### config.mk
export PLATFORM = sky130hd
export DESIGN_NAME = imem_loader_flat
export DESIGN_NICKNAME = d
export VERILOG_FILES = /design/src/rtl/imem_loader_if.sv /design/src/rtl/imem_loader.sv /design/src/flat_wrapper.sv
export SDC_FILE = /design/constraint.sdc
export NUM_CORES = 1
export LEC_CHECK = 0
export ABC_AREA = 1
export BUFFER_PORTS_ARGS = -buffer_cell sky130_fd_sc_hd__clkbuf_2
export CORE_UTILIZATION = 50
export DETAILED_ROUTE_END_ITERATION = 8
export PLACE_DENSITY = 0.8
export SLEW_MARGIN = 30
export SYNTH_ARGS = -nofsm -noshare
export SYNTH_HDL_FRONTEND = slang
export SYNTH_SLANG_ARGS = --single-unit
### constraint.sdc
create_clock -name clk -period 2.9 [get_ports clk]
set_clock_uncertainty 0.15 [all_clocks]
set_input_delay 0.58 -clock clk [delete_from_list [all_inputs] [get_ports clk]]
set_output_delay 0.58 -clock clk [all_outputs]
set_load 0.01 [all_outputs]
### src/rtl/imem_loader_if.sv
`timescale 1ns/1ps
`default_nettype none
// ============================================================================
// Module   : imem_loader_if
// Purpose  : Byte-stream, instruction-memory write and status bundle for the
//            imem_loader program loader.
// Revision : 1.0 - initial release
// ============================================================================
interface imem_loader_if #(
  parameter int ADDR_W = 6,
  parameter int LEN_W  = 7
);
  logic              start;
  logic [ADDR_W-1:0] base_word;
  logic [LEN_W-1:0]  len;
  logic [7:0]        in_byte;
  logic              in_valid;
  logic              in_ready;
  logic              imem_we;
  logic [ADDR_W-1:0] imem_waddr;
  logic [31:0]       imem_wdata;
  logic              cpu_hold;
  logic              busy;
  logic              done;
  logic              err;

  modport master (
    output start, base_word, len, in_byte, in_valid,
    input  in_ready, imem_we, imem_waddr, imem_wdata, cpu_hold, busy, done, err
  );

  modport slave (
    input  start, base_word, len, in_byte, in_valid,
    output in_ready, imem_we, imem_waddr, imem_wdata, cpu_hold, busy, done, err
  );
endinterface
`default_nettype wire

### src/rtl/imem_loader.sv
`timescale 1ns/1ps
`default_nettype none
// ============================================================================
// Module   : imem_loader
// Purpose  : Assembles a big-endian byte stream into 32-bit words, writes them
//            into instruction memory and holds the CPU until the image is in.
//            Define IMEM_LOADER_CHECKSUM_EN to require a trailing XOR byte.
// Revision : 1.0 - initial release
// ============================================================================
module imem_loader #(
  parameter int DEPTH   = 64,
  parameter int MAX_LEN = 64
) (
  input  logic          clk,
  input  logic          rst,
  imem_loader_if.slave  if_ldr
);

  localparam int c_AW = $clog2(DEPTH);

`ifdef IMEM_LOADER_CHECKSUM_EN
  typedef enum logic [2:0] {
    S_IDLE  = 3'd0,
    S_RECV  = 3'd1,
    S_WRITE = 3'd2,
    S_CHECK = 3'd3,
    S_FIN   = 3'd4
  } state_t;
`else
  typedef enum logic [2:0] {
    S_IDLE  = 3'd0,
    S_RECV  = 3'd1,
    S_WRITE = 3'd2,
    S_FIN   = 3'd4
  } state_t;
`endif

  state_t            r_state;
  logic [c_AW-1:0]   r_base;
  logic [6:0]        r_len;
  logic [6:0]        r_word_cnt;
  logic [1:0]        r_byte_cnt;
  logic [23:0]       r_shift;
  logic              r_in_ready;
  logic              r_we;
  logic [c_AW-1:0]   r_waddr;
  logic [31:0]       r_wdata;
  logic              r_busy;
  logic              r_done;
  logic              r_err;
`ifdef IMEM_LOADER_CHECKSUM_EN
  logic [7:0]        r_csum;
`endif

  logic              w_accept;
  logic              w_len_bad;
  logic              w_last;
  logic [c_AW-1:0]   w_waddr;

  assign w_accept  = if_ldr.in_valid && r_in_ready;
  assign w_len_bad = (if_ldr.len == 7'd0) || (32'(if_ldr.len) > 32'(MAX_LEN));
  assign w_last    = ((r_word_cnt + 7'd1) == r_len);
  // Truncation to the address width gives the modulo-DEPTH wrap for free.
  assign w_waddr   = r_base + r_word_cnt[c_AW-1:0];

  always_ff @(posedge clk or posedge rst) begin
    if (rst) begin
      r_state    <= S_IDLE;
      r_base     <= '0;
      r_len      <= '0;
      r_word_cnt <= '0;
      r_byte_cnt <= '0;
      r_shift    <= '0;
      r_in_ready <= 1'b0;
      r_we       <= 1'b0;
      r_waddr    <= '0;
      r_wdata    <= '0;
      r_busy     <= 1'b0;
      r_done     <= 1'b0;
      r_err      <= 1'b0;
`ifdef IMEM_LOADER_CHECKSUM_EN
      r_csum     <= '0;
`endif
    end else begin
      r_we   <= 1'b0;
      r_done <= 1'b0;
      case (r_state)
        S_IDLE: begin
          if (if_ldr.start) begin
            if (w_len_bad) begin
              r_err <= 1'b1;
            end else begin
              r_err      <= 1'b0;
              r_base     <= if_ldr.base_word;
              r_len      <= if_ldr.len;
              r_word_cnt <= '0;
              r_byte_cnt <= '0;
`ifdef IMEM_LOADER_CHECKSUM_EN
              r_csum     <= '0;
`endif
              r_state    <= S_RECV;
              r_busy     <= 1'b1;
              r_in_ready <= 1'b1;
            end
          end
        end

        S_RECV: begin
          if (w_accept) begin
            r_shift    <= {r_shift[15:0], if_ldr.in_byte};
            r_byte_cnt <= r_byte_cnt + 2'd1;
`ifdef IMEM_LOADER_CHECKSUM_EN
            r_csum     <= r_csum ^ if_ldr.in_byte;
`endif
            // Fourth byte completes the word; it lands in bits [7:0].
            if (r_byte_cnt == 2'd3) begin
              r_state    <= S_WRITE;
              r_in_ready <= 1'b0;
              r_we       <= 1'b1;
              r_waddr    <= w_waddr;
              r_wdata    <= {r_shift, if_ldr.in_byte};
            end
          end
        end

        S_WRITE: begin
          r_word_cnt <= r_word_cnt + 7'd1;
          if (w_last) begin
`ifdef IMEM_LOADER_CHECKSUM_EN
            r_state    <= S_CHECK;
            r_in_ready <= 1'b1;
`else
            r_state    <= S_FIN;
            r_done     <= 1'b1;
`endif
          end else begin
            r_state    <= S_RECV;
            r_in_ready <= 1'b1;
          end
        end

`ifdef IMEM_LOADER_CHECKSUM_EN
        S_CHECK: begin
          if (w_accept) begin
            r_in_ready <= 1'b0;
            if (if_ldr.in_byte != r_csum) begin
              r_err   <= 1'b1;
              r_busy  <= 1'b0;
              r_state <= S_IDLE;
            end else begin
              r_done  <= 1'b1;
              r_state <= S_FIN;
            end
          end
        end
`endif

        S_FIN: begin
          r_busy  <= 1'b0;
          r_state <= S_IDLE;
        end

        default: begin
          r_busy     <= 1'b0;
          r_in_ready <= 1'b0;
          r_state    <= S_IDLE;
        end
      endcase
    end
  end

  assign if_ldr.in_ready   = r_in_ready;
  assign if_ldr.imem_we    = r_we;
  assign if_ldr.imem_waddr = r_waddr;
  assign if_ldr.imem_wdata = r_wdata;
  assign if_ldr.busy       = r_busy;
  assign if_ldr.cpu_hold   = r_busy;
  assign if_ldr.done       = r_done;
  assign if_ldr.err        = r_err;

endmodule
`default_nettype wire
### src/flat_wrapper.sv
// flat-port wrapper written by rule: the top's interface ports become plain ports
module imem_loader_flat 
#(
  parameter int DEPTH   = 64,
  parameter int MAX_LEN = 64
)
  (clk, rst, if_ldr_start, if_ldr_base_word, if_ldr_len, if_ldr_in_byte, if_ldr_in_valid, if_ldr_in_ready, if_ldr_imem_we, if_ldr_imem_waddr, if_ldr_imem_wdata, if_ldr_cpu_hold, if_ldr_busy, if_ldr_done, if_ldr_err);
  imem_loader_if if_ldr_i ();
  input  logic clk;
  input  logic rst;
  input wire logic [$bits(if_ldr_i.start)-1:0] if_ldr_start;
  input wire logic [$bits(if_ldr_i.base_word)-1:0] if_ldr_base_word;
  input wire logic [$bits(if_ldr_i.len)-1:0] if_ldr_len;
  input wire logic [$bits(if_ldr_i.in_byte)-1:0] if_ldr_in_byte;
  input wire logic [$bits(if_ldr_i.in_valid)-1:0] if_ldr_in_valid;
  output wire logic [$bits(if_ldr_i.in_ready)-1:0] if_ldr_in_ready;
  output wire logic [$bits(if_ldr_i.imem_we)-1:0] if_ldr_imem_we;
  output wire logic [$bits(if_ldr_i.imem_waddr)-1:0] if_ldr_imem_waddr;
  output wire logic [$bits(if_ldr_i.imem_wdata)-1:0] if_ldr_imem_wdata;
  output wire logic [$bits(if_ldr_i.cpu_hold)-1:0] if_ldr_cpu_hold;
  output wire logic [$bits(if_ldr_i.busy)-1:0] if_ldr_busy;
  output wire logic [$bits(if_ldr_i.done)-1:0] if_ldr_done;
  output wire logic [$bits(if_ldr_i.err)-1:0] if_ldr_err;
  assign if_ldr_i.start = if_ldr_start;
  assign if_ldr_i.base_word = if_ldr_base_word;
  assign if_ldr_i.len = if_ldr_len;
  assign if_ldr_i.in_byte = if_ldr_in_byte;
  assign if_ldr_i.in_valid = if_ldr_in_valid;
  assign if_ldr_in_ready = if_ldr_i.in_ready;
  assign if_ldr_imem_we = if_ldr_i.imem_we;
  assign if_ldr_imem_waddr = if_ldr_i.imem_waddr;
  assign if_ldr_imem_wdata = if_ldr_i.imem_wdata;
  assign if_ldr_cpu_hold = if_ldr_i.cpu_hold;
  assign if_ldr_busy = if_ldr_i.busy;
  assign if_ldr_done = if_ldr_i.done;
  assign if_ldr_err = if_ldr_i.err;
  imem_loader #(.DEPTH(DEPTH), .MAX_LEN(MAX_LEN)) u_core (.clk(clk), .rst(rst), .if_ldr(if_ldr_i));
endmodule
; ---- Word-level counts from Yosys, hierarchy flattened
; Index checks and enable logic that the tools add are counted.
[word_totals]
register_bits = 92
inputBits = 25
[classes]
add_sub_neg = 3
n_lt_le_gt_ge = 1
eq_ne = 10
mux = 26
bitwise_logic = 3
reduce_logical = 16
[op_table]
columns = operator, n
row1 = 3-bit two-way mux, 5
row2 = 7-bit two-way mux, 2
row3 = 7-bit case mux with 2 select lines, 1
row4 = 3-bit AND reduction, 4
row5 = 1-bit two-way mux, 11
row6 = 3-bit case mux with 3 select lines, 1
row7 = 4-bit AND reduction, 2
row8 = "7-bit by 1-bit adder with 7-bit output, second input constant", 1
row9 = 7-bit equality test, 1
row10 = "7-bit > comparator, second input constant", 1
row11 = 7-bit zero test, 1
row12 = 6-bit adder, 1
row13 = 2-bit two-way mux, 3
row14 = "2-bit inequality test, second input constant", 3
row15 = 6-bit AND reduction, 1
row16 = "2-bit by 1-bit inequality test with 1-bit output, second input constant", 2
row17 = 1-bit case mux with 4 select lines, 1
row18 = 2-bit case mux with 2 select lines, 1
row19 = 2-bit AND reduction, 2
row20 = 2-bit nonzero test, 2
row21 = "3-bit by 1-bit equality test with 1-bit output, second input constant", 1
row22 = "3-bit by 2-bit equality test with 1-bit output, second input constant", 1
row23 = "3-bit equality test, second input constant", 1
row24 = 3-bit zero test, 1
row25 = other kinds (7), 9

; ---- Logic depth before layout (Yosys ltp)
[depth]
word_depth = 5
mapped_depth = 12
depth_no_buf = 12

; ---- Worst setup path before layout
; No wires, ideal clock.
[synth_path]
path_kind = input to register
startpoint = in if_ldr_len[4]
endpoint = reg u_core.r_word_cnt[2]
arrival_time_ps = 1468
slack_ps = 1140
cell_stages = 8
cell_sequence = nor2_1 > nand3_1 > nand2_1 > nand2_1 > nand2_1 > nand3_1 > nor2_1 > o32ai_1
[synth_between]
elab_chain_cells = 4
word_cells_on_any_way = 5
classes_between = order compare (1) / eq/ne (1) / reduce/logical (3)
[synth_lines]
columns = element, line
row1 = from (decl), flat_wrapper.sv:13  ; input wire logic [$bits(if_ldr_i.len)-1:0] if_ldr_len;
row2 = 7-bit > comparator / 7-bit zero test (equally long branches), imem_loader.sv:61  ; assign w_len_bad = (if_ldr.len == 7'd0) || (32'(if_ldr.len) > 32'(MAX_LEN));
row3 = 1-bit logical OR *, imem_loader.sv:61
row4 = 2-bit inequality test (no line) *, -
row5 = 3-bit AND reduction (no line) *, -
row6 = to (signal assigned), imem_loader.sv:127  ; r_word_cnt <= r_word_cnt + 7'd1;
row7 = to (decl), imem_loader.sv:41  ; logic [6:0] r_word_cnt;
; Every way passes the cells marked *; elsewhere a longest branch is shown, timed or not.
; A chain may end at the register's enable or synchronous reset.

; ---- Worst setup path in the final report
[layout_path]
startpoint = reg u_core.r_state[1]
endpoint = reg u_core.r_wdata[18] (netlist: u_core.if_ldr.imem_wdata[18])
[layout_between]
elab_chain_cells = 2
[layout_lines]
columns = element, line
row1 = from (decl), imem_loader.sv:38  ; state_t r_state;
row2 = from (signal assigned), imem_loader.sv:68  ; r_state <= S_IDLE;
row3 = from (signal assigned), imem_loader.sv:101  ; r_state <= S_RECV;
row4 = from (signal assigned), imem_loader.sv:117  ; r_state <= S_WRITE;
row5 = 3-bit by 1-bit equality test with 1-bit output, imem_loader.sv:87  ; case (r_state)
row6 = 3-bit AND reduction (no line), -
row7 = to (signal assigned), imem_loader.sv:121  ; r_wdata <= {r_shift, if_ldr.in_byte};
row8 = to (decl), imem_loader.sv:47  ; logic [31:0] r_wdata;
; Every way passes these cells.

==> flow_metrics.env <==
export IMPL_outcome="finished clean"
export IMPL_drtPass1Iterations=5
export IMPL_antenna_found_initial=0
export IMPL_max_vdd_ir_drop_v=0.000431
export IMPL_syn_area_per_cell_um2=9.39
export IMPL_insertion_delay_ns=0.38
export IMPL_clock_path_buffers=2
export IMPL_nNetsFinal=537
export IMPL_finalWirelength_um=7910
export IMPL_cts_max_level=3
export IMPL_cts_tree="done"
export IMPL_synth_edf_count=0
export IMPL_ios=69
export IMPL_ys_warn_count=0
export IMPL_power_leakage_nw=2.44
export IMPL_synth_cells=436
export IMPL_r2r_worst_path_cells=8
export IMPL_post_route_period_util=0.730
export IMPL_clock_sinks=92
export IMPL_whs_ns=0.142
export IMPL_cp_required_ns=3.01
export IMPL_hp_class="in -> async"
export IMPL_core_area_um2=7810
export IMPL_crit_path_end_kind="flip-flop"
export IMPL_cts_inserted_buffers=9
export IMPL_vias=3102
export IMPL_finalSetupViolCount=0
export IMPL_synthesis_area_um2=4090
export IMPL_vias_per_cell=5.08
export IMPL_drive_above_1_share=0.250
export IMPL_fin_area_um2=4690
export IMPL_tightest_slew_ns=0.716
export IMPL_area_delta_synth_final_pct=14.6
export IMPL_post_dp_hpwl_um=5630
export IMPL_grt_max_degree=63
export IMPL_first_global_vias=2947
export IMPL_synth_area_top_cells="dfrtp_1 (56%), nand2_1 (12%), o21ai_2 (5.1%)"
export IMPL_hold_violations=0
export IMPL_ys_ff_latch=92
export IMPL_ys_types=33
export IMPL_die_h_um=92.5
export IMPL_clk_pin_slew_ns=0.11
export IMPL_r2r_setup_slack_ns=0.78
export IMPL_cp_slowest_cell="dfrtp_1"
export IMPL_gp_congestion=0.853
export IMPL_cts_setup_buffers=0
export IMPL_cts_root_buffer="clkbuf_8"
export IMPL_antenna_cells=0
export IMPL_setup_worst_path_start_class="flip-flop"
export IMPL_r2r_start="u_core.r_state[1]"
export IMPL_cts_resized=0
export IMPL_regArea_um2=2300
export IMPL_gr_usage_all_layers=0.205
export IMPL_multiInputGateArea_um2=1470
export IMPL_die_w_um=92.5
export IMPL_drc=0
export IMPL_p_per_area_nw_per_um2=1020
export IMPL_grt_pass1_wl_um=13500
export IMPL_fin_crit_ns=2.12
export IMPL_fp_row_count=32
export IMPL_portBuffers=68
export IMPL_arrival_ns=2.23
export IMPL_rsz0062_at_grt="false"
export IMPL_cap_violations=0
export IMPL_path_cells="nor3_2 > inv_2 > nor2_8 > inv_4 > nor2_8 > inv_4 > nand2_1 > o21ai_2"
export IMPL_fin_setup_tns_ns=0
export IMPL_critPathMaxStageDelay_ns=0.48
export IMPL_drtAntennaViolNets=0
export IMPL_synth_fp_nets=469
export IMPL_dieArea_um2=8550
export IMPL_grt_overflow=0
export IMPL_ys_async_sr_fraction=1.00
export IMPL_slew_headroom=0.522
export IMPL_timing_rr_end="u_core.if_ldr.imem_wdata[18]"
export IMPL_wire_per_inst_um=12.9
export IMPL_maxSlewViolCount=0
export IMPL_placed_area_um2=4480
export IMPL_critPathKind="reg -> reg"
export IMPL_drt_iter0_drc=194
export IMPL_hold_buffers=0
export IMPL_synth_top_area_frac=0.563
export IMPL_initial_core_util=0.524
export IMPL_synth_main_ff_cell="dfrtp_1"
export IMPL_fmax_mhz=472
export IMPL_fillCellCount=640
export IMPL_worstPathMaxFanout=62
export IMPL_synth_top_cell_by_area="dfrtp_1"
export IMPL_yosysSeqAreaShare=0.563
through the flow:
| step | utilization | power (mW) | worst slack (ns) | cells |
|---|---|---|---|---|
| floorplan | - | 3.40 | 1.09 | 436 |
| global placement | 0.574 | 3.86 | 0.811 | 595 |
| detailed placement | 0.574 | 3.94 | 0.743 | 595 |
| CTS | 0.600 | 4.81 | 0.797 | 611 |
| global route | 0.600 | 5.17 | 0.642 | 611 |
| finish | 0.600 | 4.78 | 0.782 | 611 |
cell families (layout without fill, tap and decap cells):
family                   after synthesis  in the layout  share of synthesized area
AND/OR/NAND/NOR                      183            183                      0.191
flip-flops                            92             92                      0.563
buffers and inverters                 67            140                     0.0780
AO/OA/AOI/OAI                         78             78                      0.122
XOR/XNOR                               3              3                    0.00642
adder cells (fa/ha/maj)                8              8                     0.0263
multiplexers                           5              5                     0.0138
where the power goes:
| part | total, mW | internal (mW) | switching [mW] |
|---|---|---|---|
| Sequential | 2.14 | 1.81 | 0.324 |
| Combinational | 1.79 | 0.691 | 1.10 |
| Clock | 0.854 | 0.340 | 0.514 |
| Total | 4.78 | 2.85 | 1.94 |
metal layers:
metal	global-route usage	wire length [um]	vias to the layer above
met2	0.319	3790	97
met1	0.267	3560	1468
met5	0	0	-
li1	-	-	1524
met3	0.0534	420	13
met4	0.0964	138	0
cell usage after synthesis, types with 2 or more instances:
| master | count |
|---|---|
| a21oi_1 | 12 |
| buf_2 | 2 |
| buf_4 | 2 |
| buf_6 | 7 |
| clkbuf_1 | 2 |
| dfrtp_1 | 92 |
| ha_1 | 7 |
| inv_1 | 49 |
| inv_2 | 2 |
| inv_4 | 2 |
| mux2_2 | 5 |
| nand2_1 | 131 |
| nand3_1 | 17 |
| nor2_1 | 24 |
| nor2_8 | 2 |
| nor3_1 | 2 |
| o21a_1 | 2 |
| o21ai_0 | 35 |
| o21ai_2 | 24 |
| o32ai_1 | 3 |
| xor2_1 | 2 |
registers in the layout, summed over array words and instances (netlist names), 2 cells and up:
| signal | count |
|---|---|
| u_core.if_ldr.imem_wdata | 32 |
| u_core.r_word_cnt | 7 |
| u_core.r_shift | 24 |
| u_core.if_ldr.imem_waddr | 6 |
| u_core.r_state | 3 |
| u_core.r_byte_cnt | 2 |
| u_core.r_base | 6 |
| u_core.r_len | 7 |
how the worst max path moves through the flow:
stage / start / endpoint / cells past startpoint
3_3_place_gp: if_ldr_in_valid / u_core.if_ldr.imem_wdata[21] / 8
6_report: u_core.r_state[1] / u_core.if_ldr.imem_wdata[18] / 8
4_1_cts: u_core.r_state[1] / u_core.if_ldr.imem_wdata[18] / 8
5_1_grt: u_core.r_state[1] / u_core.if_ldr.imem_wdata[18] / 8
3_5_place_dp: if_ldr_in_valid / u_core.if_ldr.imem_wdata[18] / 8
2_1_floorplan: rst / u_core.if_ldr.busy / 1
placed cells by master (no fill, tap or decap), types with 2 or more instances in the layout:
| master | netlist | routed |
|---|---|---|
| o21a_1 | 2 | 2 |
| clkbuf_8 | 0 | 9 |
| inv_2 | 2 | 2 |
| inv_1 | 49 | 48 |
| a21oi_1 | 12 | 12 |
| clkbuf_2 | 0 | 68 |
| o21ai_0 | 35 | 35 |
| buf_4 | 2 | 2 |
| ha_1 | 7 | 7 |
| nor2_1 | 24 | 24 |
| mux2_2 | 5 | 5 |
| nand3_1 | 17 | 17 |
| o21ai_2 | 24 | 24 |
| nor2_8 | 2 | 2 |
| xor2_1 | 2 | 2 |
| dfrtp_1 | 92 | 92 |
| clkinvlp_4 | 0 | 2 |
| inv_8 | 0 | 2 |
| inv_4 | 2 | 2 |
| nor3_1 | 2 | 2 |
| clkinv_4 | 0 | 2 |
| nand2_1 | 131 | 131 |
| o32ai_1 | 3 | 3 |
| clkinv_8 | 0 | 2 |
worst max-delay path: cells and delay by family (launching register included):
kind,cells,cell delay [ns]
AND/OR/NAND/NOR,4,0.80
flip-flops,1,0.48
buffers and inverters,3,0.46
AO/OA/AOI/OAI,1,0.07
layout make-up:
| cell class | count | share of cell area |
|---|---|---|
| multi-input cells | 277 | 0.314 |
| repair buffers | 71 | 0.0801 |
| well taps | 102 | 0.0272 |
| inverters | 53 | 0.0443 |
| clock inverters | 7 | 0.0171 |
| clock buffers | 9 | 0.0264 |
| flip-flops and latches | 92 | 0.491 |
Note: power is estimated with default switching activity, not from simulation.
